**config.mk**
```make
export PLATFORM = sky130hd
export DESIGN_NAME = posit_extract_sched
export DESIGN_NICKNAME = d
export VERILOG_FILES = /design/src/rtl/posit_extract_sched.sv
export SDC_FILE = /design/constraint.sdc
export NUM_CORES = 1
export LEC_CHECK = 0
export BUFFER_PORTS_ARGS = -buffer_cell sky130_fd_sc_hd__buf_2
export CAP_MARGIN = 20
export CORE_MARGIN = 4
export CORE_UTILIZATION = 55
export CTS_CLUSTER_SIZE = 24
export DETAILED_ROUTE_END_ITERATION = 8
export GPL_TIMING_DRIVEN = 1
export MAX_ROUTING_LAYER = met4
export PLACE_DENSITY = 0.84
export SLEW_MARGIN = 20
export SYNTH_ARGS = -nofsm -noshare
export SYNTH_HDL_FRONTEND = slang
export SYNTH_SLANG_ARGS = --single-unit
```
**constraint.sdc**
```tcl
create_clock -name clk -period 17.8 [get_ports clk]
set_input_delay 1.78 -clock clk [delete_from_list [all_inputs] [get_ports clk]]
set_output_delay 1.78 -clock clk [all_outputs]
set_load 0.01 [all_outputs]
```
**src/rtl/posit_extract_sched.sv**
```systemverilog
// Round-robin scheduler sharing one ES=2 posit field extractor between N_REQ
// requesters, with a single registered valid/ready output stage.

// Combinational ES=2 posit field extractor.
// Zero and NaR (inf) report scale=0 and fraction=0 alongside their flag.
module posit_extract_raw #(
  parameter int unsigned NBITS = 32,
  localparam int unsigned FRAC_W = NBITS - 5
) (
  input  logic [NBITS-1:0]  x,
  output logic              sgn,
  output logic [7:0]        scale,
  output logic [FRAC_W-1:0] frac,
  output logic              inf,
  output logic              zero,
  output logic [NBITS-2:0]  absolute
);

  localparam int unsigned CNT_W = $clog2(NBITS);

  logic [NBITS-1:0] neg_x;
  logic [NBITS-2:0] rem;
  logic [NBITS-2:0] probe;
  logic [NBITS-2:0] tmp;
  logic             r0;
  logic             found;
  logic [CNT_W-1:0] run;
  logic [7:0]       regime;
  logic [1:0]       es;
  logic             unused_bits;

  // Normalize sign, measure the regime run, then peel exponent and fraction.
  always_comb begin
    sgn      = x[NBITS-1];
    zero     = (x == '0);
    inf      = sgn && (x[NBITS-2:0] == '0);
    neg_x    = sgn ? (~x + NBITS'(1)) : x;
    absolute = neg_x[NBITS-2:0];
    rem      = neg_x[NBITS-2:0];
    r0       = rem[NBITS-2];
    probe    = r0 ? ~rem : rem;
    run      = CNT_W'(NBITS - 1);
    found    = 1'b0;
    for (int i = NBITS - 2; i >= 0; i--) begin
      if (!found && probe[i]) begin
        run   = CNT_W'(NBITS - 2 - i);
        found = 1'b1;
      end
    end
    // Shift the regime run out; the terminator bit lands at the MSB.
    tmp    = rem << run;
    es     = tmp[NBITS-3 -: 2];
    frac   = tmp[NBITS-5:1];
    regime = r0 ? (8'(run) - 8'd1) : (8'd0 - 8'(run));
    scale  = {regime[5:0], es};
    if (zero || inf) begin
      scale = '0;
      frac  = '0;
    end
  end

  assign unused_bits = ^{neg_x[NBITS-1], tmp[NBITS-2], tmp[0], regime[7:6]};

endmodule

module posit_extract_sched #(
  parameter int unsigned N_REQ = 4,
  parameter int unsigned NBITS = 32,
  localparam int unsigned TAG_W = (N_REQ > 1) ? $clog2(N_REQ) : 1,
  localparam int unsigned POSIT_SERIALIZED_WIDTH_ES2 = NBITS + 6
) (
  input  logic                                  clk,
  input  logic                                  reset,
  input  logic [N_REQ-1:0]                      req_valid,
  input  logic [N_REQ*NBITS-1:0]                req_data,
  output logic [N_REQ-1:0]                      req_ready,
  output logic                                  out_valid,
  input  logic                                  out_ready,
  output logic [TAG_W-1:0]                      out_tag,
  output logic [POSIT_SERIALIZED_WIDTH_ES2-1:0] out_result,
  output logic [NBITS-2:0]                      out_absolute
);

  localparam int unsigned FRAC_W = NBITS - 5;

  logic                                  out_valid_q, out_valid_d;
  logic [TAG_W-1:0]                      out_tag_q, out_tag_d;
  logic [POSIT_SERIALIZED_WIDTH_ES2-1:0] out_result_q, out_result_d;
  logic [NBITS-2:0]                      out_absolute_q, out_absolute_d;
  logic [TAG_W-1:0]                      rr_ptr_q, rr_ptr_d;

  logic              cand_found;
  logic [TAG_W-1:0]  cand_idx;
  int unsigned       idx;
  logic              can_accept;
  logic              grant_vld;
  logic [NBITS-1:0]  operand;

  logic              x_sgn, x_inf, x_zero;
  logic [7:0]        x_scale;
  logic [FRAC_W-1:0] x_frac;
  logic [NBITS-2:0]  x_abs;

  // First valid requester at or after rr_ptr, wrapping modulo N_REQ.
  always_comb begin
    cand_found = 1'b0;
    cand_idx   = '0;
    idx        = 0;
    for (int unsigned off = 0; off < N_REQ; off++) begin
      idx = (32'(rr_ptr_q) + off) % N_REQ;
      if (!cand_found && req_valid[TAG_W'(idx)]) begin
        cand_found = 1'b1;
        cand_idx   = TAG_W'(idx);
      end
    end
  end

  assign can_accept = !out_valid_q || out_ready;
  assign grant_vld  = cand_found && can_accept && !reset;
  assign req_ready  = grant_vld ? (N_REQ'(1) << cand_idx) : '0;
  assign operand    = req_data[32'(cand_idx)*NBITS +: NBITS];

  posit_extract_raw #(.NBITS(NBITS)) u_extract (
    .x        (operand),
    .sgn      (x_sgn),
    .scale    (x_scale),
    .frac     (x_frac),
    .inf      (x_inf),
    .zero     (x_zero),
    .absolute (x_abs)
  );

  // Output stage load/drain/stall and pointer advance.
  always_comb begin
    out_valid_d    = out_valid_q;
    out_tag_d      = out_tag_q;
    out_result_d   = out_result_q;
    out_absolute_d = out_absolute_q;
    rr_ptr_d       = rr_ptr_q;
    if (grant_vld) begin
      out_valid_d    = 1'b1;
      out_tag_d      = cand_idx;
      out_result_d   = {x_sgn, x_scale, x_frac, x_inf, x_zero};
      out_absolute_d = x_abs;
      rr_ptr_d       = (32'(cand_idx) == N_REQ - 1) ? '0 : cand_idx + TAG_W'(1);
    end else if (out_valid_q && out_ready) begin
      out_valid_d = 1'b0;
    end
  end

  // State registers with synchronous reset.
  always_ff @(posedge clk) begin
    if (reset) begin
      out_valid_q    <= 1'b0;
      out_tag_q      <= '0;
      out_result_q   <= '0;
      out_absolute_q <= '0;
      rr_ptr_q       <= '0;
    end else begin
      out_valid_q    <= out_valid_d;
      out_tag_q      <= out_tag_d;
      out_result_q   <= out_result_d;
      out_absolute_q <= out_absolute_d;
      rr_ptr_q       <= rr_ptr_d;
    end
  end

  assign out_valid    = out_valid_q;
  assign out_tag      = out_tag_q;
  assign out_result   = out_result_q;
  assign out_absolute = out_absolute_q;

endmodule

```
# Word level (Yosys, flattened, before mapping)
# Index checks and enable logic that the tools add are counted.
# totals
output_inout_bits,76
wordCells,185
in_bits,135
register_bits,74
# classes
n_reduce_logical,77
shifts,3
n_mux,86
eq_ne,1
n_lt_le_gt_ge,4
bitwise,2
add_sub_neg,7
# ops
op,count
$mux 5,31
$shiftx 128x8->32,1
$mux 31,2
$not 31->31,2
$mux 1,40
$logic_and 1x1->1,37
$logic_not 1->1,35
$logic_not 32->1,1
$add 31x1->31 const B,1
$logic_not 31->1,1
$shl 31x5->30,1
$mux 27,1
$lt 2x3->1 const B,4
$mux 2,5
$bmux 1 s2,4
$mux 8,1
$mux 6,1
$sub 1x5->6 const A,1
$sub 5x1->6 const B,1
$add 2x1->2 const B,2
$add 2x2->2 const B,2
$mux 4,1
$shl 1x2->4 const A,1
$eq 2x2->1 const B,1
other kinds (2),3

# Depth between registers and ports, before layout
# Gate-level depths: netlist of the first run.
# logic_depth
word_depth,112
ltp_mapped,29
depth_no_buf,24

# Modules after synthesis
# From an unflattened synthesis of the first run, not the netlist that was laid out.
# unflattened
hier_cells,1000
hier_area_um2,7509.7
# modules_own_cells
module,seq_area_each_um2,instances,area_per_inst_um2,cells_per_inst
posit_extract_sched,1481.4,1,3878.7,446
posit_extract_raw,0.0,1,3631.0,554

# Worst setup path after synthesis of the first run
# Ideal clock, no wire load.
# synth_timing
kind,input-to-reg
from,input port req_valid[2]
to,register out_result_q[30] (netlist: out_result[30])
t_required_ns,17.673
path_slack_ns,10.190
arrival_ns,7.483
stages,26
cell_sequence,nor2b_2 o2bb2ai_1 or2_1 buf_6 clkinv_4 buf_6 nand3_1 nand2_1 ha_1 o211ai_1 a222oi_1 nand4_1 o31ai_1 xor2_1 a2111oi_0 mux2_2 o2111ai_4 or4_1 a32o_1 buf_6 nand2_2 buf_4 mux2_1 mux2i_1 o21ai_1 or3_1
# synth_via
elab_chain_cells,111
# synth_lines
element,line,source
from (decl),74,"input logic [N_REQ-1:0] req_valid,"
$bmux 1 s2,111,if (!cand_found && req_valid[TAG_W'(idx)]) begin
$mux 1 (implied by the code),111,
$mux 1,111,
$logic_not 1->1,111,
$logic_and 1x1->1,111,
$mux 1,111,
$logic_not 1->1,111,
$logic_and 1x1->1,111,
[... 95 more ...],--,
$logic_not 1->1,45,if (!found && probe[i]) begin
$logic_and 1x1->1,45,
$mux 1,45,
$logic_not 1->1,45,
$logic_and 1x1->1,45,
$mux 5,45,
$shl 31x5->30,51,tmp = rem << run;
$mux 8,56,if (zero || inf) begin
to (signal assigned),162,out_result_q <= out_result_d;
to (decl),88,"logic [POSIT_SERIALIZED_WIDTH_ES2-1:0] out_result_q, out_result_d;"
# Several ways; a longest one is shown, not always the timed one. The select of a mux whose other input is x is not followed.
# A chain may end at the register's enable or synchronous reset.

# Final worst setup path of the first run
# Same ends and word-level chain as after synthesis.

==> out/results.txt, run 1 <==
status = complete, no violations
First-pass DRT Iterations = 5
share of flip-flops with an asynchronous set or reset = 0%
largest net degree at the start of global routing = 79
# Post-CTS Setup Buffers = 0
Clock transition at path regs = 0.06 ns
H-tree depth = 3
CTS tree = yes
nets = 1,295
syn nets = 1,136
drt drc = 0
most frequent cells after synthesis = nand3_1, nand2_1, o21ai_0, mux2i_1, dfxtp_1
Iter 0 DRT Violations = 1,060
minimum clock period = 9.44 ns
FILL cells = 1,154
Root Driver = clkbuf_16
Synth Flop Type = dfxtp_1
Hold Fails Final Rpt = 0
Seq cells post-synth = 74
worst setup path class = primary input to flop
Max Cap Viol = 0
number of global-route vias before repair = 8,128
slew of the pin with the lowest slew margin = 1.01 ns
Initial Util = 56.6%
maximum VDD drop = 116 uV
CTS resizes = 0
row cnt = 42
register-to-register setup slack = 9.57 ns
Seq/Total Area, Yosys = 19.6%
Area growth, synth to finish = 18.1%
worst endpoint data arrival time = 9.65 ns
overall power = 2060 uW
Critical Path RT = 18.02 ns
clk_lat worst skew = 0.33 ns
number of library cell types mapped by synthesis = 84
share of post-route cells with drive strength above 1 = 27.0%
Top Ports = 211
RSZ-0062 raised after global routing = false
initial antenna violation count = 0
max-slew violations = 0
Slew headroom = 32.5%
vias per cell = 6.69
area of the multi-input gates = 0.00567 sq mm
die footprint = 0.0157 sq mm
routed wire length = 27.8 mm
sum of negative setup slack = 0 ns
maximum clock rate = 106 MHz
mapped cell area = 0.00756 sq mm
GR Util All Layers = 34.8%
worst min path class = flop to flop
Synth Warn # = 0
CTS Buf Count = 9
CP endpoint kind = flop
startpoint types = primary input
Sink Count = 74
vias = 8,930
area leader, netlist = dfxtp_1
final HPWL from detailed placement = 21.1 mm
worst-path fanout max = 44
Final Skew = 0.00489 ns
first-pass GRT wire length = 43.8 mm
CP max stage cell = a222oi_1
I/O Buffers = 210
Core Util, Final = 66.9%
die height = 125 um
final-report setup violation count = 0
Wirelength per Cell = 20.9 um
Leakage Power = 0.00402 uW
Core Box Area = 0.0133 sq mm
# diodes = 0
EDFF count, synth = 0
PwrDens = 231 mW/mm^2
FF/Latch Area = 0.00148 sq mm
GPL Wtd Cong = 0.997
area share of the largest cell type after synthesis = 19.6%
slowest cell delay on critical path = 0.83 ns
part of the cycle the worst path needs = 53.0%
antenna-violating nets left = 0
clk buf depth = 2
top post-synthesis cells by area = dfxtp_1, mux2i_1, nand3_1, o21ai_0, nand2_1
hold_buf cts = 0
Die X = 125 um
Synth Instances = 994
mean area per synthesized cell = 7.61 sq um
Remaining Overflow, GRT = 0
count leader, synth = nand3_1
metal layers:
layer | GRT usage, % | up-vias | share of wire, %
li1 | - | 4078 | -
met1 | 47.1 | 4217 | 41
met2 | 54.7 | 580 | 46
met3 | 4.56 | 55 | 11
met4 | 10.1 | 0 | 2.6
met5 | - | - | 0
where the power goes:
part	total, uW	internal, uW	switching (uW)
combinational	1600	620	979
sequential	264	230	34.2
clock	197	124	73.4
total	2060	974	1090
flip-flops by register name, summed over array words and instances (netlist names):
signal / cells
out_valid: 1
out_tag: 2
out_absolute: 31
rr_ptr_q: 2
out_result: 38
cells in the final DEF (no fill, tap or decap), types with 7 or more instances in the layout:
cell type  synthesis  final
a222oi_1           8      8
a21oi_1           20     20
nand2_1           97     97
clkbuf_16          0      9
nand3_1          114    114
a22oi_1           21     21
nor2_1            45     45
a211oi_1          17     16
nand4_1           12     12
o21ai_1           16     15
xor2_1            20     20
and2_1            11     11
mux2_2            32     32
nand3b_1          33     33
dfxtp_1           74     74
o21ai_0           86     86
nor3_1            17     17
o211ai_1           9      9
inv_1              9      9
a31oi_1           11     11
mux2i_1           84     84
buf_4              5     18
nor4_1             8      8
ha_1               7      7
buf_2             15    210
xnor2_1           22     21
and3_1            15     15
a31o_2             8      8
area by class of cell:
type / count / share of cell area (%)
multi-input cells: 829 / 63.5
flip-flops and latches: 74 / 16.6
repair buffers: 228 / 13.3
clock buffers: 9 / 2.52
well taps: 176 / 2.47
clock inverters: 7 / 1.12
inverters: 11 / 0.519
logic make-up (layout without fill, tap and decap cells):
family	count (synthesis)	in the layout	synth area share (%)
muxes	122	122	17.0
DFF	74	74	19.6
AOI/OAI and AO/OA	272	272	25.0
xor gates and xnor gates	43	43	5.08
buffers and inverters	91	255	5.97
and+or+nand+nor	385	385	26.2
adders and majority gates	7	7	1.16
worst paths after layout:
kind	start	endpoint	cells past startpoint
worst max-delay path	req_valid[2]	out_result[30]$_SDFFE_PP0P_	25
worst min-delay path	out_result[15]$_SDFFE_PP0P_	out_result[15]$_SDFFE_PP0P_	2
worst max register to register	rr_ptr_q[1]$_SDFFE_PP0P_	out_result[30]$_SDFFE_PP0P_	24
worst min register to register	out_result[15]$_SDFFE_PP0P_	out_result[15]$_SDFFE_PP0P_	2
critical path, delay by kind of cell:
| family | cells | cell delay, ns |
|---|---|---|
| AOI/OAI and AO/OA | 8 | 2.72 |
| and+or+nand+nor | 9 | 2.83 |
| adders and majority gates | 1 | 0.26 |
| muxes | 2 | 0.73 |
| xor gates and xnor gates | 1 | 0.34 |
| buffers and inverters | 4 | 0.96 |
per-stage QoR:
step                setup slack, ns  hold slack (ns)  cell area (sq um)  instances
floorplan                     10.19            0.467               7560        994
global placement               8.40            0.428               8600       1318
detailed placement             8.24            0.441               8600       1318
CTS                            8.55            0.452               8920       1334
global route                   7.89            0.471               8920       1334
finish                         8.36            0.450               8920       1334
Power figures use the tool's default switching activity.
==> run 2: changes to the inputs <==
--- a/config.mk
+++ b/config.mk
@@ -8,12 +8,12 @@
 export BUFFER_PORTS_ARGS = -buffer_cell sky130_fd_sc_hd__buf_2
 export CAP_MARGIN = 20
 export CORE_MARGIN = 4
-export CORE_UTILIZATION = 55
+export CORE_UTILIZATION = 49
 export CTS_CLUSTER_SIZE = 24
 export DETAILED_ROUTE_END_ITERATION = 8
 export GPL_TIMING_DRIVEN = 1
 export MAX_ROUTING_LAYER = met4
-export PLACE_DENSITY = 0.84
+export PLACE_DENSITY = 0.8
 export SLEW_MARGIN = 20
 export SYNTH_ARGS = -nofsm -noshare
 export SYNTH_HDL_FRONTEND = slang
==> constraint.sdc (replaced) <==
create_clock -name clk -period 8.1 [get_ports clk]
set_input_delay 0.81 -clock clk [delete_from_list [all_inputs] [get_ports clk]]
set_output_delay 0.81 -clock clk [all_outputs]
set_load 0.01 [all_outputs]
==> out/results.txt, run 2 (synthesis results as in run 1) <==
slowest cell delay on critical path = 0.63 ns
Net Sw Frac = 52.2%
max reg flops = 38
status = complete, no violations
NetSw = 2510 uW
I/O Buffers = 210
worst min path class = flop to flop
routed wire length = 29.8 mm
Die X = 132 um
Wirelength per Cell = 21.6 um
Final Skew = 0.00670 ns
# diodes = 0
Remaining Overflow, GRT = 0
critical path, cell by cell = buf_2 > nor2b_2 > o2bb2ai_1 > or2_1 > nand3_1 > nand2_1 > ha_1 > o211ai_1 > a222oi_1 > buf_4 > nand4_1 > o31ai_2 > xnor2_1 > a2111oi_0 > mux2_2 > o2111ai_4 > or4_1 > a32o_1 > nand2_2 > buf_4 > mux2i_1 > mux2i_1 > mux2_2 > o22ai_1
worst endpoint data arrival time = 7.69 ns
Core Box Area = 0.0151 sq mm
drt drc = 0
GR Util All Layers = 33.8%
final-report setup violation count = 0
Clock transition at path regs = 0.06 ns
share of post-route cells with drive strength above 1 = 29.3%
First-pass DRT Iterations = 7
Core Util, Final = 60.9%
nets = 1,334
GPL Wtd Cong = 1.07
startpoint types = primary input
register-to-register setup slack = 0.90 ns
minimum clock period = 7.45 ns
Hold Fails Final Rpt = 0
RSZ-0062 raised after global routing = false
die footprint = 0.0175 sq mm
overall power = 4800 uW
Critical Path RT = 8.35 ns
Initial Util = 49.9%
worst setup path class = primary input to flop
vias per cell = 6.53
Iter 0 DRT Violations = 1,048
combinational share of power = 79.2%
CTS Buf Count = 9
initial antenna violation count = 0
die height = 132 um
clk_lat worst skew = 0.33 ns
H-tree depth = 3
number of global-route vias before repair = 8,418
Leakage Power = 0.00421 uW
CP max stage cell = a2111oi_0
Sink Count = 74
row cnt = 45
tightest hold margin = 0.441 ns
part of the cycle the worst path needs = 91.9%
CTS tree = yes
most frequent cells in the layout = buf_2, nand3_1, nand2_1
final HPWL from detailed placement = 23.5 mm
Max Cap Viol = 0
sum of negative setup slack = 0 ns
antenna-violating nets left = 0
Top Ports = 211
PwrDens = 520 mW/mm^2
largest net degree at the start of global routing = 79
Slew headroom = 31.6%
most common cell after layout, fill and taps aside = buf_2
hold_buf cts = 0
slew of the pin with the lowest slew margin = 1.03 ns
maximum VDD drop = 231 uV
Area growth, synth to finish = 22.0%
Flop pwr share = 12.1%
first-pass GRT wire length = 46.8 mm
vias = 9,036
CTS resizes = 0
worst-path fanout max = 14
Clk pwr share = 8.7%
CP endpoint kind = flop
clk buf depth = 2
Root Driver = clkbuf_16
max-slew violations = 0
maximum clock rate = 134 MHz
# Post-CTS Setup Buffers = 0
internal power = 2300 uW
-- run 2: cell types whose count changed in the layout (fill, tap and decap cells not counted), sizes merged --
cell / previous run / this run
clkinvlp: 0 / 1
buf: 228 / 267
clkinv: 4 / 3
inv: 12 / 10
-- run 2: final cells by class --
type | count | area, sq um
clock buffers | 9 | 225
clock inverters | 5 | 81.3
fillers | 1372 | 5920
inverters | 11 | 46.3
multi-input cells | 829 | 5670
flip-flops and latches | 74 | 1480
well taps | 188 | 235
repair buffers | 267 | 1490
-- run 2: path summary, 6_finish.rpt --
path,startpoint,end,depth (start not counted)
min reg2reg,out_result[11]$_SDFFE_PP0P_,out_result[11]$_SDFFE_PP0P_,2
min,out_result[11]$_SDFFE_PP0P_,out_result[11]$_SDFFE_PP0P_,2
max reg2reg,rr_ptr_q[1]$_SDFFE_PP0P_,out_result[19]$_SDFFE_PP0P_,24
max,req_valid[1],out_result[19]$_SDFFE_PP0P_,24
-- run 2: metrics by stage --
step	std cells	setup slack, ns	area [sq um]
floorplan	994	1.46	7560
global placement	1369	0.765	8920
detailed placement	1369	0.547	8920
CTS	1383	0.886	9230
global route	1383	0.353	9230
finish	1383	0.653	9230
-- run 2: worst max-delay path, delay by kind of cell --
family / cells / cell delay (ns)
xor+xnor: 1 / 0.24
mux: 4 / 1.18
simple gates: 7 / 2.19
fa+ha+maj: 1 / 0.29
compound gates: 8 / 2.32
buf+inv: 3 / 0.68
-- run 2: power by group through the flow --
stage	Sequential (uW)	Clock, uW	Combinational, uW
after floorplan	637	0	2480
after global placement	580	0	3660
after detailed placement	584	0	3670
after CTS	578	426	3700
after global routing	596	439	4040
final	580	420	3800
-- run 2: layer usage --
layer	track usage, %	vias up	wire [um]
met4	10.5	0	879
met1	46.9	4294	12700
met3	3.63	73	2820
met5	-	-	0
met2	52.0	518	13400
li1	-	4151	-
==> run 3: changes to the inputs <==
--- a/config.mk
+++ b/config.mk
@@ -8,12 +8,13 @@
 export BUFFER_PORTS_ARGS = -buffer_cell sky130_fd_sc_hd__buf_2
 export CAP_MARGIN = 20
 export CORE_MARGIN = 4
-export CORE_UTILIZATION = 49
+export CORE_UTILIZATION = 54
+export CTS_CLUSTER_DIAMETER = 40
 export CTS_CLUSTER_SIZE = 24
 export DETAILED_ROUTE_END_ITERATION = 8
 export GPL_TIMING_DRIVEN = 1
 export MAX_ROUTING_LAYER = met4
-export PLACE_DENSITY = 0.8
+export PLACE_DENSITY = 0.83
 export SLEW_MARGIN = 20
 export SYNTH_ARGS = -nofsm -noshare
 export SYNTH_HDL_FRONTEND = slang
==> constraint.sdc (replaced) <==
create_clock -name clk -period 7.13 [get_ports clk]
set_input_delay 0.713 -clock clk [delete_from_list [all_inputs] [get_ports clk]]
set_output_delay 0.713 -clock clk [all_outputs]
set_load 0.05 [all_outputs]
==> out/results.txt, run 3 (synthesis results as in run 1) <==
drt drc = 0
die height = 126 um
Root Driver = clkbuf_16
sum of negative setup slack = 0 ns
Sink Count = 74
CP endpoint kind = flop
slew of the pin with the lowest slew margin = 0.973 ns
worst r2r path cells = 21
Max Cap Viol = 0
row cnt = 42
vias = 9,154
CP max stage cell = a222oi_1
vias per cell = 6.47
worst setup path class = primary input to flop
CTS tree = yes
CTS resizes = 0
Worst R2R Start = rr_ptr_q[1]$_SDFFE_PP0P_
Flop pwr share = 10.8%
Critical Path RT = 7.37 ns
crit path to = out_result[30]$_SDFFE_PP0P_
number of global-route vias before repair = 8,533
maximum clock rate = 147 MHz
CTS Buf Count = 9
first-pass GRT wire length = 46.9 mm
Core Util, Final = 70.9%
RSZ-0062 raised after global routing = false
max reg flops = 38
combinational share of power = 81.8%
First-pass DRT Iterations = 5
die footprint = 0.0160 sq mm
H-tree depth = 3
worst-path fanout max = 22
minimum clock period = 6.82 ns
part of the cycle the worst path needs = 95.7%
largest net degree at the start of global routing = 79
antenna-violating nets left = 0
final HPWL from detailed placement = 24.2 mm
I/O Buffers = 210
maximum VDD drop = 282 uV
Die X = 126 um
initial antenna violation count = 3
CP Launch Point = req_valid[2]
startpoint types = primary input
GR Util All Layers = 37.6%
Final Skew = 0.0107 ns
tightest hold margin = 0.446 ns
most common cell after layout, fill and taps aside = buf_2
most used cell, CP = mux2_2
final setup margin = 0.307 ns
worst endpoint data arrival time = 7.06 ns
final-report setup violation count = 0
Clock transition at path regs = 0.07 ns
Remaining Overflow, GRT = 0
Slew headroom = 35.1%
critical path, cell by cell = buf_2 > nor2b_2 > o2bb2ai_1 > or2_1 > clkinv_4 > buf_4 > nand3_1 > a222oi_1 > nand3_1 > or3_1 > mux2i_1 > a2111oi_0 > buf_4 > mux2_2 > o2111ai_4 > or4_1 > a32o_1 > nand2_2 > mux2_2 > mux2_2 > a22o_1 > or3_1
Core Box Area = 0.0135 sq mm
worst min path class = flop to flop
Leakage Power = 0.00440 uW
most frequent cells in the layout = buf_2, nand3_1, nand2_1
internal power = 2710 uW
Wirelength per Cell = 21.3 um
GPL Wtd Cong = 1.03
share of post-route cells with drive strength above 1 = 31.6%
max-slew violations = 0
clk_lat worst skew = 0.36 ns
register-to-register setup slack = 0.43 ns
slowest cell delay on critical path = 0.56 ns
Hold Fails Final Rpt = 0
Clk pwr share = 7.4%
routed wire length = 30.2 mm
clk buf depth = 2
Top Ports = 211
Iter 0 DRT Violations = 1,087
Placement Setup Slack = 0.0966 ns
status = complete, no violations
# Post-CTS Setup Buffers = 0
Net Sw Frac = 55.2%
nets = 1,373
worst reg2reg endpoint = out_result[30]$_SDFFE_PP0P_
NetSw = 3340 uW
Area growth, synth to finish = 26.2%
PwrDens = 634 mW/mm^2
hold_buf cts = 0
Initial Util = 56.2%
[run 3: changes by cell type in the layout (fill, tap and decap cells not counted), sizes merged]
cell and delta:
buf +39, bufinv -2, clkbuf +1, clkinv -1, clkinvlp +2, diode +3
inv +2
[run 3: worst min path at each step]
stage                                       end  cells past startpoint                   startpoint  slack (ns)
global placement    out_result[15]$_SDFFE_PP0P_                      2  out_result[15]$_SDFFE_PP0P_        0.43
CTS                 out_result[11]$_SDFFE_PP0P_                      2  out_result[11]$_SDFFE_PP0P_        0.44
global route        out_result[11]$_SDFFE_PP0P_                      2  out_result[11]$_SDFFE_PP0P_        0.48
floorplan              rr_ptr_q[0]$_SDFFE_PP0P_                      2     rr_ptr_q[0]$_SDFFE_PP0P_        0.51
detailed placement  out_result[11]$_SDFFE_PP0P_                      2  out_result[11]$_SDFFE_PP0P_        0.43
finish              out_result[11]$_SDFFE_PP0P_                      2  out_result[11]$_SDFFE_PP0P_        0.45
[run 3: critical path: cells and delay by family]
| family | cells | cell delay [ns] |
|---|---|---|
| AO/OA/AOI/OAI | 6 | 1.82 |
| buffers and inverters | 4 | 0.77 |
| multiplexers | 4 | 1.04 |
| AND/OR/NAND/NOR | 8 | 2.71 |
[run 3: layer usage]
layer | global-route usage, % | up-vias | routed length (um)
met5 | - | - | 0
met4 | 12.2 | 0 | 828
met3 | 7.94 | 68 | 2700
met2 | 57.4 | 515 | 13700
met1 | 49.9 | 4331 | 12900
li1 | - | 4240 | -
[run 3: final cells by class]
cell class                      count  area, sq um
Multi-Input combinational cell    829         5670
Antenna cell                        3         7.51
Fill cell                        1174         3910
Clock inverter                      6         48.8
Tap cell                          176          220
Inverter                           11         46.3
Timing Repair Buffer              306         1830
Sequential cell                    74         1480
Clock buffer                       10          239
[run 3: metrics by stage]
stage,instance area [sq um],instances,total power [uW]
6_report,9540,1415,6050
4_1_cts,9540,1412,5930
2_1_floorplan,7560,994,3990
5_1_grt,9540,1415,6380
3_3_place_gp,9250,1396,5440
3_5_place_dp,9250,1396,5470
[run 3: power by group through the flow]
stage          Sequential (uW)  Combinational, uW  Clock, uW
2_1_floorplan             1160               2830          0
3_3_place_gp               653               4790          0
3_5_place_dp               660               4810          0
4_1_cts                    653               4830        446
5_1_grt                    674               5240        465
6_report                   655               4950        446
